$ cat src/rtl/dmem_arbiter.sv
// Two-master round-robin arbiter in front of a single-port byte-laned data memory.
// Combinational grant and memory drive; one-cycle registered response with load extraction.
module dmem_arbiter #(
  parameter int DMEM_ADDR_WIDTH = 12
) (
  input  logic                       i_clk,
  input  logic                       i_rstn,
  input  logic                       i_m0_req,
  input  logic                       i_m0_we,
  input  logic [DMEM_ADDR_WIDTH-1:0] i_m0_addr,
  input  logic [1:0]                 i_m0_size,
  input  logic                       i_m0_unsigned,
  input  logic [31:0]                i_m0_wdata,
  output logic                       o_m0_gnt,
  output logic                       o_m0_rvalid,
  output logic [31:0]                o_m0_rdata,
  output logic                       o_m0_err,
  input  logic                       i_m1_req,
  input  logic                       i_m1_we,
  input  logic [DMEM_ADDR_WIDTH-1:0] i_m1_addr,
  input  logic [1:0]                 i_m1_size,
  input  logic                       i_m1_unsigned,
  input  logic [31:0]                i_m1_wdata,
  output logic                       o_m1_gnt,
  output logic                       o_m1_rvalid,
  output logic [31:0]                o_m1_rdata,
  output logic                       o_m1_err,
  output logic [DMEM_ADDR_WIDTH-1:0] o_mem_addr,
  output logic                       o_mem_read,
  output logic                       o_mem_write,
  output logic [3:0]                 o_mem_size,
  output logic [31:0]                o_mem_din,
  input  logic [31:0]                i_mem_dout
);

  localparam logic [1:0] SZ_BYTE = 2'b00;
  localparam logic [1:0] SZ_HALF = 2'b01;
  localparam logic [1:0] SZ_WORD = 2'b10;

  function automatic logic is_legal(input logic [1:0] size, input logic [1:0] off);
    logic ok;
    case (size)
      SZ_BYTE: ok = 1'b1;
      SZ_HALF: ok = (off[0] == 1'b0);
      SZ_WORD: ok = (off == 2'b00);
      default: ok = 1'b0;
    endcase
    return ok;
  endfunction

  function automatic logic [3:0] lane_strobe(input logic [1:0] size, input logic [1:0] off);
    logic [3:0] strb;
    case (size)
      SZ_BYTE: strb = 4'b0001 << off;
      SZ_HALF: strb = 4'b0011 << off;
      SZ_WORD: strb = 4'b1111;
      default: strb = 4'b0000;
    endcase
    return strb;
  endfunction

  function automatic logic [31:0] steer_wdata(input logic [1:0] size, input logic [31:0] wdata);
    logic [31:0] din;
    case (size)
      SZ_BYTE: din = {4{wdata[7:0]}};
      SZ_HALF: din = {2{wdata[15:0]}};
      SZ_WORD: din = wdata;
      default: din = 32'h0000_0000;
    endcase
    return din;
  endfunction

  function automatic logic [31:0] extract_load(input logic [31:0] dout, input logic [1:0] size,
                                               input logic [1:0] off, input logic uns);
    logic [7:0]  b;
    logic [15:0] h;
    logic [31:0] res;
    b = dout[{off, 3'b000} +: 8];
    h = off[1] ? dout[31:16] : dout[15:0];
    case (size)
      SZ_BYTE: res = uns ? {24'h00_0000, b} : {{24{b[7]}}, b};
      SZ_HALF: res = uns ? {16'h0000, h} : {{16{h[15]}}, h};
      SZ_WORD: res = dout;
      default: res = 32'h0000_0000;
    endcase
    return res;
  endfunction

  logic                       lg_r;
  logic                       sel_s;
  logic                       any_s;
  logic                       req_we_s;
  logic [DMEM_ADDR_WIDTH-1:0] req_addr_s;
  logic [1:0]                 req_size_s;
  logic                       req_uns_s;
  logic [31:0]                req_wdata_s;
  logic                       legal_s;

  logic        resp_valid_r;
  logic        resp_id_r;
  logic        resp_we_r;
  logic [1:0]  resp_size_r;
  logic        resp_uns_r;
  logic [1:0]  resp_off_r;
  logic        resp_err_r;
  logic [31:0] resp_data_s;

  // Round-robin select: on contention the master that was not granted last wins.
  always_comb begin
    sel_s = 1'b0;
    any_s = i_rstn & (i_m0_req | i_m1_req);
    if (i_m0_req && i_m1_req) begin
      sel_s = ~lg_r;
    end else if (i_m1_req) begin
      sel_s = 1'b1;
    end else begin
      sel_s = 1'b0;
    end
  end

  assign o_m0_gnt = any_s & ~sel_s;
  assign o_m1_gnt = any_s & sel_s;

  // Mux the selected master's request fields.
  always_comb begin
    req_we_s    = 1'b0;
    req_addr_s  = {DMEM_ADDR_WIDTH{1'b0}};
    req_size_s  = 2'b00;
    req_uns_s   = 1'b0;
    req_wdata_s = 32'h0000_0000;
    if (sel_s) begin
      req_we_s    = i_m1_we;
      req_addr_s  = i_m1_addr;
      req_size_s  = i_m1_size;
      req_uns_s   = i_m1_unsigned;
      req_wdata_s = i_m1_wdata;
    end else begin
      req_we_s    = i_m0_we;
      req_addr_s  = i_m0_addr;
      req_size_s  = i_m0_size;
      req_uns_s   = i_m0_unsigned;
      req_wdata_s = i_m0_wdata;
    end
    legal_s = is_legal(req_size_s, req_addr_s[1:0]);
  end

  // Memory port drive; everything is zero unless a request is granted.
  always_comb begin
    o_mem_addr  = {DMEM_ADDR_WIDTH{1'b0}};
    o_mem_read  = 1'b0;
    o_mem_write = 1'b0;
    o_mem_size  = 4'b0000;
    o_mem_din   = 32'h0000_0000;
    if (any_s) begin
      o_mem_addr = req_addr_s;
      if (legal_s) begin
        o_mem_read  = ~req_we_s;
        o_mem_write = req_we_s;
        o_mem_size  = lane_strobe(req_size_s, req_addr_s[1:0]);
        o_mem_din   = req_we_s ? steer_wdata(req_size_s, req_wdata_s) : 32'h0000_0000;
      end else begin
        o_mem_read  = 1'b0;
        o_mem_write = 1'b0;
      end
    end else begin
      o_mem_read  = 1'b0;
      o_mem_write = 1'b0;
    end
  end

  // Last-granted pointer and response pipeline register.
  always_ff @(posedge i_clk) begin
    if (!i_rstn) begin
      lg_r         <= 1'b1;
      resp_valid_r <= 1'b0;
      resp_id_r    <= 1'b0;
      resp_we_r    <= 1'b0;
      resp_size_r  <= 2'b00;
      resp_uns_r   <= 1'b0;
      resp_off_r   <= 2'b00;
      resp_err_r   <= 1'b0;
    end else begin
      resp_valid_r <= any_s;
      if (any_s) begin
        lg_r        <= sel_s;
        resp_id_r   <= sel_s;
        resp_we_r   <= req_we_s;
        resp_size_r <= req_size_s;
        resp_uns_r  <= req_uns_s;
        resp_off_r  <= req_addr_s[1:0];
        resp_err_r  <= ~legal_s;
      end
    end
  end

  // Load data is extracted from the memory output using the registered offset.
  always_comb begin
    resp_data_s = 32'h0000_0000;
    if (resp_valid_r && !resp_we_r && !resp_err_r) begin
      resp_data_s = extract_load(i_mem_dout, resp_size_r, resp_off_r, resp_uns_r);
    end else begin
      resp_data_s = 32'h0000_0000;
    end
  end

  assign o_m0_rvalid = resp_valid_r & ~resp_id_r;
  assign o_m1_rvalid = resp_valid_r & resp_id_r;
  assign o_m0_rdata  = resp_id_r ? 32'h0000_0000 : resp_data_s;
  assign o_m1_rdata  = resp_id_r ? resp_data_s : 32'h0000_0000;
  assign o_m0_err    = o_m0_rvalid & resp_err_r;
  assign o_m1_err    = o_m1_rvalid & resp_err_r;

endmodule

$ cat config.mk
export PLATFORM = sky130hd
export DESIGN_NAME = dmem_arbiter
export DESIGN_NICKNAME = d
export VERILOG_FILES = /design/src/rtl/dmem_arbiter.sv
export SDC_FILE = /design/constraint.sdc
export NUM_CORES = 1
export LEC_CHECK = 0
export CAP_MARGIN = 10
export CORE_MARGIN = 10
export CORE_UTILIZATION = 30
export CTS_BUF_LIST = sky130_fd_sc_hd__clkbuf_8
export DETAILED_ROUTE_END_ITERATION = 10
export GPL_TIMING_DRIVEN = 0
export PLACE_DENSITY_LB_ADDON = 0.08
export RECOVER_POWER = 100
export SLEW_MARGIN = 20
export SYNTH_ARGS = -nofsm -noshare
export SYNTH_HDL_FRONTEND = slang
export SYNTH_SLANG_ARGS = --single-unit
$ cat constraint.sdc
create_clock -name i_clk -period 1.78 [get_ports i_clk]
set_input_delay 0.356 -clock i_clk [delete_from_list [all_inputs] [get_ports i_clk]]
set_output_delay 0.356 -clock i_clk [all_outputs]
set_load 0.02 [all_outputs]
---- Word level (Yosys, flattened, before mapping) ----
Cells that the tools add are included.
storage, ports and cells
  register bits ........................... 10
cells by class
  equality and inequality tests ........... 4
  reduce and logical (&&, ||, !) cells .... 8
  bitwise logic cells ..................... 14
  muxes and demuxes ....................... 27
  shift-type cells ........................ 3
operators with widths
  kind                                                 number
  two-way mux 32 bit                                   9
  case mux 32 bit (3 select lines)                     2
  indexed part select 32 x 6 -> 8 bit                  1
  two-way mux 12 bit                                   2
  two-way mux 16 bit                                   1
  case mux 4 bit (3 select lines)                      1
  two-way mux 1 bit                                    8
  two-way mux 4 bit                                    2
  AND 1 bit                                            7
  zero test 2 bit                                      3
  NOT 1 bit                                            6
  equality test 2 x 1 -> 1 bit, second input constant  2
  equality test 2 bit, second input constant           2
  << shifter 1 x 2 -> 4 bit, first input constant      1
  << shifter 2 x 2 -> 4 bit, first input constant      1
  logical AND 1 bit                                    3
  case mux 1 bit (3 select lines)                      1
  zero test 1 bit                                      2
  two-way mux 2 bit                                    1
  bitwise OR 1 bit                                     1

---- Logic depth before layout (Yosys ltp) ----
Gate-level depths: netlist (run 1).
  depth after elaboration ................. 8
  gate-level depth with buffers ........... 7
  gate-level depth less buffers ........... 4

---- Worst setup path before layout (run 1) ----
OpenSTA, ideal clock, no wires.
  path type ............................... input port to output port
  start point ............................. input i_m1_req
  end point ............................... output o_mem_read
  arrival time ............................ 2.048 ns
  slack ................................... -0.624 ns
  stages on the path ...................... 5
  buffers on the path ..................... 2
  required time ........................... 1.424 ns
  path through ............................ a21boi_1 -> buf_4 -> buf_6 -> and2_1 -> a2111oi_0
on the way
  longest elaborated chain between the ends .. 7
  elaborated cells on any way between the ends .. 17
  those cells by class .................... 2 x eq/ne; 8 x mux; 4 x bitwise; 3 x reduce/logical
RTL lines
  element                                                  RTL line  source
  start: declaration                                       18        input logic i_m1_req,
  two-way mux 1 bit or logical AND 1 bit (tied branches)   114, 112
  two-way mux 1 bit                                        112       if (i_m0_req && i_m1_req) begin
  two-way mux 2 bit or two-way mux 12 bit (tied branches)  131       if (sel_s) begin
  equality test 2 bit (tied with other cells)              42        case (size)
  case mux 1 bit (3 select lines)                          42
  two-way mux 1 bit                                        156       if (legal_s) begin
  two-way mux 1 bit (*)                                    154       if (any_s) begin
  end: declaration                                         29        output logic o_mem_read,
Mark *: on every way between the ends. The rest lies on a longest branch, timed or not.

---- Worst setup path in the final report (run 1) ----
  start point ............................. register resp_off_r[1]
  end point ............................... output o_m1_rdata[10]
on the way
  longest elaborated chain between the ends .. 5
  elaborated cells on any way between the ends .. 7
  those cells by class .................... 1 x shift; 6 x mux
RTL lines
  element                                                                    RTL line  source
  start: declaration                                                         104       logic [1:0] resp_off_r;
  start signal: assignment                                                   190       resp_off_r <= req_addr_s[1:0];
  indexed part select 32 x 6 -> 8 bit or two-way mux 16 bit (tied branches)  78, 79
  two-way mux 32 bit, on equally long branches                               81, 82
  case mux 32 bit (3 select lines) (*)                                       80        case (size)
  two-way mux 32 bit (*)                                                     199       if (resp_valid_r && !resp_we_r && !resp_err_r) begin
  two-way mux 32 bit (*)                                                     209       assign o_m1_rdata = resp_id_r ? resp_data_s : 32'h0000_0000;
  end: declaration                                                           26        output logic [31:0] o_m1_rdata,
Marks and branches as above.

==> results of run 1 <==
-- layout make-up --
| class | instances | area, sq um |
|---|---|---|
| Inverter | 2 | 12.5 |
| Antenna cell | 2 | 5.00 |
| Tap cell | 129 | 161 |
| Clock buffer | 3 | 41.3 |
| Fill cell | 466 | 1260 |
| Buffer | 38 | 433 |
| Multi-Input combinational cell | 372 | 3650 |
| Sequential cell | 10 | 209 |
| Timing Repair Buffer | 331 | 3460 |
-- final timing paths --
kind	startpoint	to	slack, ns	cells after the start
worst max-delay path	resp_off_r[1]	o_m1_rdata[10]	-0.65	7
worst min-delay path	i_m1_req	lg_r	0.44	3
worst max register to register	lg_r	resp_size_r[1]	0.10	8
worst min register to register	resp_we_r	resp_we_r	0.47	2
-- registers in the layout, indices dropped and copies added, names as in the netlist --
signal and flops:
resp_we_r 1, resp_valid_r 1, lg_r 1, resp_uns_r 1, resp_err_r 1, resp_id_r 1, resp_size_r 2, resp_off_r 2
-- placed cells by master, fill, tap and decap left out, types with 5 or more instances in the layout --
| master | Yosys | routed |
|---|---|---|
| clkdlybuf4s50_1 | 0 | 108 |
| nand2_1 | 77 | 72 |
| a21o_1 | 15 | 15 |
| buf_6 | 7 | 124 |
| a21oi_4 | 0 | 42 |
| nor2_2 | 0 | 9 |
| clkbuf_8 | 0 | 6 |
| dlygate4sd2_1 | 0 | 18 |
| nor2b_1 | 19 | 11 |
| dfxtp_1 | 10 | 5 |
| a311oi_2 | 0 | 5 |
| buf_4 | 2 | 54 |
| o22a_1 | 8 | 8 |
| mux2i_4 | 1 | 7 |
| clkbuf_2 | 1 | 8 |
| mux2i_1 | 36 | 27 |
| a221oi_4 | 0 | 7 |
| buf_8 | 0 | 10 |
| clkbuf_4 | 0 | 6 |
| nor2_4 | 0 | 21 |
| nor2_1 | 56 | 26 |
| buf_2 | 15 | 12 |
| nand3_4 | 0 | 5 |
| mux2_4 | 1 | 11 |
| buf_12 | 0 | 15 |
| a22o_1 | 10 | 9 |
| nor2b_4 | 0 | 8 |
| a21oi_2 | 3 | 6 |
-- cells by family (layout without fill, tap and decap cells) --
logic type / count (synthesis) / in the layout / synth area share [%]
AO/OA/AOI/OAI: 124 / 124 / 32.6
other: 0 / 2 / 0
buffers and inverters: 44 / 374 / 8.65
flip-flops: 10 / 10 / 7.06
XOR/XNOR: 4 / 4 / 1.24
multiplexers: 51 / 52 / 19.6
AND/OR/NAND/NOR: 191 / 192 / 30.9
-- repair_timing --
| action | CTS | global route |
|---|---|---|
| buffers inserted | 49 | 29 |
| endpoints found under the setup margin | 122 | 117 |
| cloned | 9 | 5 |
| gates resized for setup | 768 | 162 |
| pin swaps | 53 | 50 |
-- metrics by stage --
step | TNS (ns) | util [%] | cell area (sq um) | hold WS, ns
2_1_floorplan | -8.49 | - | 3480 | 0.434
3_3_place_gp | -138.23 | 66.2 | 6120 | 0.448
3_5_place_dp | -138.49 | 66.2 | 6120 | 0.450
4_1_cts | -48.84 | 77.7 | 7180 | 0.419
5_1_grt | -67.43 | 86.3 | 7970 | 0.468
6_report | -60.49 | 86.3 | 7980 | 0.443
-- where the power goes --
part / internal, mW / total, mW / leakage (nW) / switching, mW
logic: 1.35 / 2.65 / 3.18 / 1.30
registers: 0.245 / 0.269 / 0.0844 / 0.0245
clock network: 0.147 / 0.229 / 0.0216 / 0.0818
-- worst register-to-register path, cell delays in order, from the launching register on --
cell and delay (ns):
dfxtp_4 0.37, a21bo_1 0.19, buf_8 0.15, buf_12 0.11
mux2i_4 0.21, buf_6 0.21, buf_6 0.14, nand2_1 0.05
o211a_1 0.13
-- layer usage --
metal	up-vias	GRT usage, %	wire length, um
met5	-	0	17
met4	2	7.66	1110
met3	80	6.73	2000
met2	319	48.3	11100
met1	2394	28.1	7830
li1	2210	-	-
==> impl_metrics.yaml, run 1 <==
critical_path:
  crit_path_max_incr_delay_ns: 0.50
  end_kind: "output pin"
  cp.required_ns: 1.42
  start_kind: "register"
  path_common_cell: "buf_8"
  crit_fanout: 8
  path_delay_family: "multiplexers"
  cp_slowest_cell: "mux4_2"
  worstPathArrival_ns: 2.07
  crit_chain: "buf_8, mux4_2, and3b_1, buf_8, a221oi_4, nor2_1, buf_2"
  criticalPathCategory: "reg2out"
  crit_buf_inv: 3
placement:
  pre_cts_ws_ns: -1.50
  dpl.cell_count: 800
  portBuffers: 247
  gp_congestion: 0.855
  dp_hpwl_um: 14300
synth:
  synth.top_cell.area_share_pct: 12.7
  synth_area_per_cell_sq_um: 6.69
  synth_ff_type: "dfxtp_1"
  syn_area_sq_um: 2840
  syn_inst: 424
  synth_edf_count: 0
  ys_types: 52
  yosys-top-cells-count: "nand2_1 (77), nor2_1 (56), a21oi_1 (45)"
  ys_ff_latch: 10
  synth.largest_area_cell: "mux2i_1"
  async_flop_share_pct: 0
  ys_warn_count: 0
  yosysSeqAreaShare_pct: 7.06
  synth_area_leaders: "mux2i_1 (13%), nand2_1 (10%), a21oi_1 (7.9%)"
  synth_most_common_cell: "nand2_1"
  synth_nets: 556
global_routing:
  grt_pass1_vias: 5006
  overflow: 0
  grt_use_total_pct: 26.0
  grt_start_max_net_pins: 11
  antenna_found_initial: 2
  grt_pass1_wl_um: 28200
layout:
  post_route_cells_drive_above_1_share_pct: 54.2
  areaGrowthSynthToFinish_pct: 181
  nets: 890
  layout.cells.non_filler: 887
cts:
  cts.path.max_buffers: 2
  numCtsBuffers: 3
  clockRootBuffer: "clkbuf_8"
  cts_tree: "yes"
  ctsHoldBuffers: 0
  path_clk_slew_ns: 0.04
  cts_htree_levels: 1
  cts.sinks: 10
  worst_skew_pair.late_latency_ns: 0.23
drt:
  first_pass_iters: 5
  postRouteAntennaNets: 0
  wl_per_cell_um: 24.9
  drt-total-wl_um: 22100
  vias_per_cell: 5.64
  vias: 5005
  route.detailed.drc: 0
  first_iter_violations: 325
sta:
  period_needed_ns: 2.43
  finalHoldViolations: 0
  fmax_ghz: 0.412
  fin_skew_ns: 0.00189
  slew_violations: 0
  relSlewSlack_pct: 52.1
  timing.final.ws_setup_ns: -0.649
  worst_slew_pin_slew_ns: 0.709
  fin_crit_sh_pct: 136
  rsz0062_at_grt: "true"
  setup_viol_count_final: 117
floorplanning:
  ios: 252
  start_util_pct: 30.7
  rows: 35
  design.die.area_sq_um: 13700
  fp.dieH_um: 117
  core_area_sq_um: 9240
  die_w_um: 117
flow_run:
  maxCapViolCount: 0
power_and_ir_drop:
  ir_worst_vdd_mv: 0.240
  power_per_cell_area_nw_per_um2: 395
  finalPower_mw: 3.15
  p_leak_nw: 3.29
run_status:
  violations: "negative setup slack"
  status: "complete, but fails checks"
min_path:
  hold_path_class: "in2reg"
No activity file was read; power rests on OpenSTA's default activity.
==> run 2, diff against run 1 <==
Settings changed: CAP_MARGIN 10 to default.
==> results of run 2 <==
Final layout, timing and power as in run 1 (identical DEF).
==> run 3, diff against run 2 <==
Settings changed: ABC_CLOCK_PERIOD_IN_PS from default to 1780, CAP_MARGIN from default to 40.
==> results of run 3 <==
Final layout, timing and power as in run 1 (identical DEF).
==> variant (flow settings as in run 2) <==
Put a register stage on the outputs `o_m0_err` and `o_m1_err`, cleared by the reset. The values now appear one clock later. The other outputs are not delayed to match.
--- a/src/rtl/dmem_arbiter.sv
+++ b/src/rtl/dmem_arbiter.sv
@@ -207,8 +207,15 @@
   assign o_m1_rvalid = resp_valid_r & resp_id_r;
   assign o_m0_rdata  = resp_id_r ? 32'h0000_0000 : resp_data_s;
   assign o_m1_rdata  = resp_id_r ? resp_data_s : 32'h0000_0000;
-  assign o_m0_err    = o_m0_rvalid & resp_err_r;
-  assign o_m1_err    = o_m1_rvalid & resp_err_r;
+  always_ff @(posedge i_clk) begin
+    if (!i_rstn) begin
+      o_m0_err <= '0;
+      o_m1_err <= '0;
+    end else begin
+      o_m0_err <= o_m0_rvalid & resp_err_r;
+      o_m1_err <= o_m1_rvalid & resp_err_r;
+    end
+  end
 
 endmodule
 
Behaviour: not the same (a bounded check fails within 4 cycles, from zero or initial values and one cycle with i_rstn low).
==> variant against run 2 <==
The run still ends with negative setup slack left; final area shrank 1.1%; area after synthesis shrank 1.3%; synthesized cell count grew 1.2%; setup slack gained 0.14 ns; total power grew 0.20%; sequential cell count grew 2; non-clock buffer count shrank 14; wire length shrank 5.2%.
==> variant: results (changes against run 2) <==
status finished, violations left; failing checks negative setup slack; final net count 880 (-1.1%); met1 Use GR 26.0% (-2.1 points); worst hold path class input pin to flop; R2R cell count 7 (-1); gpl congestion 0.876 (+2.4%); top cells by area, synth mux2i_1 (16%), nand2_1 (12%), dfxtp_1 (8.6%); post-DR wirelength/cell 24.4 um (-2.0%); Seq/Total Area, Yosys 8.58% (+1.5 points); ys flop type dfxtp_1; top post-synthesis cells by count nand2_1 (87), nor2_1 (63), a21oi_1 (47), mux2i_1 (45), buf_2 (22); DP Area 6110 um^2 (about the same); metal2 WL 10.9 mm (-2.2%); met2 usage 45.7% (-2.6 points); vias per cell 5.82 (+3.2%); final setup fails 116 (-0.85%); Sequential Power 0.313 mW (+16%); WHS Endpoint lg_r; Top Metal Used met4; final hold slack 0.461 ns (+0.0186 ns); clk_skew 0.00123 ns (-0.000661 ns); DP HPWL 13.9 mm (-2.7%); layout cells sized above 1 56.5% (+2.3 points); Clock Latency Late Sink 0.25 ns (+0.02 ns); setup TNS -45.66 ns (+14.83 ns); internal power 1.77 mW (+2.0%); Sw Ratio 43.8% (-0.98 points); average size of a mapped cell 6.52 um^2 (-2.4%); flop-to-flop setup slack 0.22 ns (+0.12 ns); Port Buffers 251 (+1.6%); Worst EP arrival 1.93 ns (-0.14 ns); CP max FO 5 (-3); met3 WL post-DR 1.99 mm (-0.35%); clock network power 0.303 mW (+32%); final worst slack -0.511 ns (+0.138 ns); Worst VDD drop 259 uV (+7.7%); syn_nets 561 (+0.90%); met3 Track Usage GR 7.50% (+0.77 points); Place WS -1.46 ns (+0.0374 ns); initial antenna violation count 0 (-2); GRT Util Overall 24.9% (-1.1 points); # diodes 0 (-2); relative slew slack 62.4% (+10 points); DRT met1 WL 7.00 mm (-11%); leakage 3.20 nW (-2.7%); Finished Layout Cells 858 (-3.3%); Fill cells 474 (+1.7%); drt first-iter violations 382 (+18%); vias in the first global route 5014 (+0.16%); Inst Count DP 791 (-1.1%); first-pass GRT wire length 27.3 mm (-3.3%)
-- variant: cell count changes after synthesis, sizes merged, moves of 4 or more --
| cell | run 2 | this run |
|---|---|---|
| o221a | 0 | 8 |
| mux2 | 13 | 3 |
| nor2b | 19 | 7 |
| o21ai | 4 | 9 |
| a221oi | 8 | 0 |
| nand3 | 11 | 7 |
| mux2i | 37 | 47 |
| nor2 | 56 | 63 |
| nand2 | 77 | 87 |
-- variant: cell type report --
class / count / area (um^2) / area share [%]
plain buffers: 40 / 514 / 6.52
inverters: 2 / 10.0 / 0.127
flip-flops and latches: 12 / 254 / 3.22
well taps: 111 / 139 / 1.76
repair buffers: 315 / 3280 / 41.5
clock buffers: 4 / 55.1 / 0.698
multi-input cells: 374 / 3640 / 46.2
-- variant: logic make-up after synthesis --
kind of cell	after synthesis	synth area share (%)
flip-flops	12	8.58
AO/OA/AOI/OAI	131	34.0
AND/OR/NAND/NOR	191	30.0
buffers and inverters	44	7.60
multiplexers	51	19.8
-- variant: what timing repair did --
| action | CTS | global route |
|---|---|---|
| setup endpoints to repair | 121 | 117 |
| gates cloned | 2 | 8 |
| setup buffers | 33 | 22 |
| gates resized for setup | 790 | 168 |
| pin swaps | 27 | 42 |
-- variant: critical path, cell delays in order (launching register included) --
cell and delay (ns):
dfxtp_4 0.36, a21bo_4 0.24, clkbuf_16 0.17, mux2i_1 0.37
nand4_1 0.29, o31ai_4 0.12, buf_6 0.15
-- variant: worst max-delay path by stage --
stage	end	slack (ns)	cells after the start
3_3_place_gp	o_mem_din[1]	-1.48	8
3_5_place_dp	o_mem_din[29]	-1.46	7
5_1_grt	o_m1_rdata[14]	-0.53	6
6_report	o_mem_size[3]	-0.51	6
2_1_floorplan	o_mem_size[2]	-0.13	5
4_1_cts	o_mem_size[2]	-0.44	6
